## config.mk

```make
export PLATFORM = sky130hd
export DESIGN_NAME = divide_by_n
export DESIGN_NICKNAME = d
export VERILOG_FILES = /design/src/rtl/divide_by_n.sv
export SDC_FILE = /design/constraint.sdc
export NUM_CORES = 1
export LEC_CHECK = 0
export ABC_CLOCK_PERIOD_IN_PS = 2220
export BUFFER_PORTS_ARGS = -buffer_cell sky130_fd_sc_hd__buf_2
export CAP_MARGIN = 20
export CORE_MARGIN = 1
export CORE_UTILIZATION = 30
export DETAILED_ROUTE_END_ITERATION = 8
export HOLD_SLACK_MARGIN = 0.15
export SLEW_MARGIN = 20
export SYNTH_ARGS = -nofsm -noshare
export SYNTH_HDL_FRONTEND = slang
export SYNTH_SLANG_ARGS = --single-unit
```

## constraint.sdc

```tcl
create_clock -name clk -period 2.22 [get_ports clk]
set_input_delay 0.111 -clock clk [delete_from_list [all_inputs] [get_ports clk]]
set_output_delay 0.111 -clock clk [all_outputs]
set_load 0.01 [all_outputs]
```

## src/rtl/divide_by_n.sv

```systemverilog
// divide_by_n: runtime-programmable modulo-N divider with pulse or
// near-50% square-wave output. Divisor/mode changes are staged and only
// take effect at a period boundary so no period is ever truncated.
module divide_by_n #(
    parameter int unsigned WIDTH       = 8,
    parameter int unsigned DEFAULT_DIV = 3
) (
    input  logic             clk,
    input  logic             reset,
    input  logic             en,
    input  logic [WIDTH-1:0] div,
    input  logic             mode,
    input  logic             div_load,
    output logic             q,
    output logic             tick,
    output logic             div_err
);

    localparam longint unsigned MAX_DIV = (64'd1 << WIDTH) - 64'd1;

    if (DEFAULT_DIV < 2 || 64'(DEFAULT_DIV) > MAX_DIV) begin : g_bad_default
        $fatal(1, "divide_by_n: DEFAULT_DIV out of range 2..2^WIDTH-1");
    end

    logic [WIDTH-1:0] r_cnt;
    logic [WIDTH-1:0] r_cur_div;
    logic             r_cur_mode;
    logic [WIDTH-1:0] r_pend_div;
    logic             r_pend_mode;
    logic             r_pend_valid;
    logic             r_div_err;

    logic             w_last;
    logic             w_wrap;
    logic             w_load_ok;
    logic [WIDTH-1:0] w_half;

    // Decode of registered state: end-of-period, wrap and load validity.
    always_comb begin
        w_last    = (r_cnt == r_cur_div - WIDTH'(1));
        w_wrap    = en & w_last;
        w_load_ok = div_load & (div >= WIDTH'(2));
        // ceil(cur_div/2) without needing an extra bit of width
        w_half    = (r_cur_div >> 1) + {{(WIDTH-1){1'b0}}, r_cur_div[0]};
    end

    // Counter, active divisor/mode and staged-load registers.
    always_ff @(posedge clk) begin
        if (reset) begin
            r_cnt        <= '0;
            r_cur_div    <= WIDTH'(DEFAULT_DIV);
            r_cur_mode   <= 1'b0;
            r_pend_div   <= '0;
            r_pend_mode  <= 1'b0;
            r_pend_valid <= 1'b0;
            r_div_err    <= 1'b0;
        end else begin
            r_div_err <= div_load & ~w_load_ok;
            if (w_wrap) begin
                r_cnt <= '0;
                // A valid load arriving on the wrap itself bypasses staging.
                if (w_load_ok) begin
                    r_cur_div    <= div;
                    r_cur_mode   <= mode;
                    r_pend_valid <= 1'b0;
                end else if (r_pend_valid) begin
                    r_cur_div    <= r_pend_div;
                    r_cur_mode   <= r_pend_mode;
                    r_pend_valid <= 1'b0;
                end
            end else begin
                if (en) begin
                    r_cnt <= r_cnt + WIDTH'(1);
                end
                if (w_load_ok) begin
                    r_pend_div   <= div;
                    r_pend_mode  <= mode;
                    r_pend_valid <= 1'b1;
                end
            end
        end
    end

    // Outputs come from registered state only.
    always_comb begin
        q       = r_cur_mode ? (r_cnt < w_half) : (r_cnt == '0);
        tick    = w_last;
        div_err = r_div_err;
    end

endmodule

```

==> results.txt <==
The number of vias after detailed routing came out at ~1,700. The hold path startpoint is div[4]. The flow ran to the end, but the final reports show violations.

The launch instance of the worst register-to-register path is r_cur_div[1]. The count of routing violations after the opening detailed-route iteration is 128. The die footprint is approximately 6800 sq um. In the final routed layout, each cell accounts on average for 13.5 microns.

The tightest min-delay check is of the primary input to flip-flop type. The worst endpoint required time is between 2 and 2.5 ns. The worst path in the final design needs a cycle of 2.26 ns, including I/O delays and setup. The first global-routing pass estimated 7.26 mm of wire.

The top cell type's share of synthesized area is 0.287. The data arrival time of the worst path is about 2.2 ns. The tightest hold margin is roughly 0.16 ns. The normalized max-slew margin came out at 0.691. Of all cell types, the one taking the most synthesized area is dfxtp_1.

The number of enable flip-flop cells after synthesis is 0. The TritonCTS clock tree is done. The worst slack at placement came out at -0.0469 ns. The cell count after synthesis came out at 220.

The capturing point of the worst reg2reg path is r_cur_div[1]. The most used flip-flop cell after synthesis is dfxtp_1. The number of global-route vias before repair came out at about 1,500. The sequential area share after synthesis is 0.287. The clock tree skew after final layout is 0.00704 ns. The vias per cell came out at between 4 and 5. The most common library cell in the layout ignoring fill and taps is buf_4. Measured along the x axis, the die boundary spans 82.7 microns.

The core outline area is 6310 sq um. The count of yosys warnings during synthesis is 0. The initial antenna violation count is 0.

The first-pass iteration count of the detailed router is 5. The die boundary height is between 80 and 90 microns. The clock sink count came out at 28. CTS built an H-tree with a depth of 1. For hold timing, the worst endpoint is div_err. The transition time at the pin with the least slew margin came out at approximately 0.46 ns. The share of the core filled with cells in the final layout came out at 0.411. The total power density per cell area came out at between 500 and 600 nW/um^2.

The CTS buffer count came out at 3. The maximum count of clock buffers along a single path is 2. After synthesis, the cell types taking the most area are dfxtp_1 29%, mux2i_1 8.2%, ha_1 7.7%, nand2b_1 6.4%, xnor2_1 4.9%. The ratio of final minimum period to clock period is 1.02. The post-layout worst setup margin is -0.0433 ns. The maximum vdd ir drop came out at 0.372 mV. In the layout the commonest cells are 29 x buf_4, 22 x nand2_1, 22 x dfxtp_1.

The boundary pin count came out at 16. The final setup violation count is 3. The depth of the most critical reg-to-reg path is 9. The number of max-slew violations in the final report came out at 0.

The worst setup path category is flip-flop to output port. The setup TNS came out at -0.0821 ns. The latest clock arrival within the worst-skew pair came out at 0.28 ns. Synthesis produced a netlist with a net count of 245. The largest fanout on the critical path is 5.

The checks that failed: negative setup slack. After synthesis, the mean cell area works out to just under 9 sq um. The remaining number of nets flagged by the antenna check after routing is 0. The total overflow reported by the global router came out at 0. The HPWL after detailed placement is 3.23 mm.

Relative to the synthesized area, the layout overhead comes to 32.8%. The number of failing hold endpoints at the final stage came to 0. The final weighted congestion in routability-driven placement came out at 0.769.

The worst hold path passes through 3 cells. After detailed routing, the number of remaining DRC violations is 0. The overall routing resource usage is 0.139.

The count of different cell masters after synthesis is 53. The worst setup path is captured at an output port. Summing every instance area after synthesis gives between 1500 and 2000 sq um.

The share of post-route cells with drive strength above 1 came out at 0.313. The cell chosen for the clock root is clkbuf_8. Setup repair after global routing could not meet its margin everywhere. The clock-pin slew on the worst setup and hold paths is about 0.10 ns. The total of max-cap violations came out at 0. The initial cell density of the core came out at 0.310.

The worst setup path is launched from a flip-flop. During placement, the flow inserted port buffers numbering 15. In this run, synthesis produced a sequential element count of 28. The number of standard-cell rows in the floorplan came out at 29. The net total in the final layout is 291. In the synthesized netlist the async set-or-reset flop fraction comes to 0.

0 antenna diodes ended up in the layout. The total wire length after detailed routing is 4.60 mm. The pin count of the biggest net entering global routing came out at 33.

The top achievable clock speed came out at about 0.44 GHz. The register-to-register setup slack is -0.01 ns. The leakage power total is 1.06 nW.
[synth_stat cells (2+ instances only)]
library cell / count
nor2b_1: 2
mux2i_1: 16
nand4_1: 2
o22ai_1: 2
mux2_2: 2
nor2_1: 11
nor4b_1: 2
buf_4: 2
xor2_1: 9
or3_1: 2
and3_1: 3
nand2b_1: 20
inv_1: 8
o21ai_1: 2
a22o_1: 2
clkbuf_1: 7
nand2_1: 22
buf_6: 4
nor3_1: 3
dfxtp_1: 28
nand3_1: 6
a21oi_1: 5
and2_1: 5
xnor2_1: 11
o21ai_0: 4
ha_1: 12
a211o_1: 2
[power breakdown]
part	internal, mW	leakage (nW)	switching (mW)
clock network	0.242	0.0357	0.164
logic	0.195	0.799	0.171
registers	0.530	0.230	0.0272
total	0.966	1.06	0.362
[area by class of cell]
type,instances,area (sq um)
flip-flops and latches,28,571
multi-input cells,169,1400
well taps,77,96.3
inverters,8,30.0
fillers,630,3720
clock inverters,1,30.0
repair buffers,56,425
clock buffers,3,41.3
[worst max-delay path by stage]
| stage | start | end | slack (ns) | cells past startpoint |
|---|---|---|---|---|
| 3_3_place_gp | r_cur_div[1] | r_cur_div[1] | -0.05 | 9 |
| 4_1_cts | r_cur_div[0] | q | -0.1 | 11 |
| 5_1_grt | r_cur_div[1] | q | -0.19 | 11 |
| 6_report | r_cur_div[4] | q | -0.04 | 9 |
| 2_1_floorplan | r_cur_div[1] | r_cur_div[1] | 0.02 | 10 |
| 3_5_place_dp | r_cur_div[1] | r_pend_div[0] | -0.05 | 10 |
[stage by stage]
stage          power (mW)  cell area, sq um  instances
5_1_grt              1.41              2600        342
3_5_place_dp        0.860              2220        322
6_report             1.33              2600        342
3_3_place_gp        0.858              2220        322
2_1_floorplan       0.764              1960        220
4_1_cts              1.32              2510        341
[repair_timing]
action                     4_1_cts  5_1_grt
hold endpoints to repair         9        0
pin swaps                        7       10
hold buffers                     9        0
setup endpoints to repair       27       29
setup buffers                    6        1
gates cloned                     0        0
gates resized for setup         18       14
[logic make-up (layout without fill, tap and decap cells)]
kind of cell / Yosys count / in the layout / share of synthesized area
flops: 28 / 28 / 0.287
fa+ha+maj: 12 / 12 / 0.0768
compound gates: 32 / 32 / 0.132
simple gates: 87 / 87 / 0.250
mux: 18 / 18 / 0.0934
buf+inv: 23 / 68 / 0.0710
xor+xnor: 20 / 20 / 0.0896
[worst max-delay path, stage by stage (launching register included)]
cell     delay, ns
dfxtp_1       0.50
buf_4         0.19
and3_1        0.16
nand3_1       0.09
xor2_1        0.15
ha_1          0.26
o21ai_0       0.19
a32oi_1       0.12
o21ai_1       0.08
buf_2         0.14
[registers in the layout, summed over array words and instances, names as in the netlist]
signal	flops
div_err	1
r_cnt	8
r_cur_div	8
r_pend_valid	1
r_cur_mode	1
r_pend_mode	1
r_pend_div	8
[layer usage]
metal	routed length, microns	global-route usage	up-vias
met5	0	0	-
met4	59	0.0414	0
met3	190	0.0220	15
met2	2160	0.213	40
met1	2190	0.199	800
li1	-	-	849
Power figures use the tool's default switching activity.
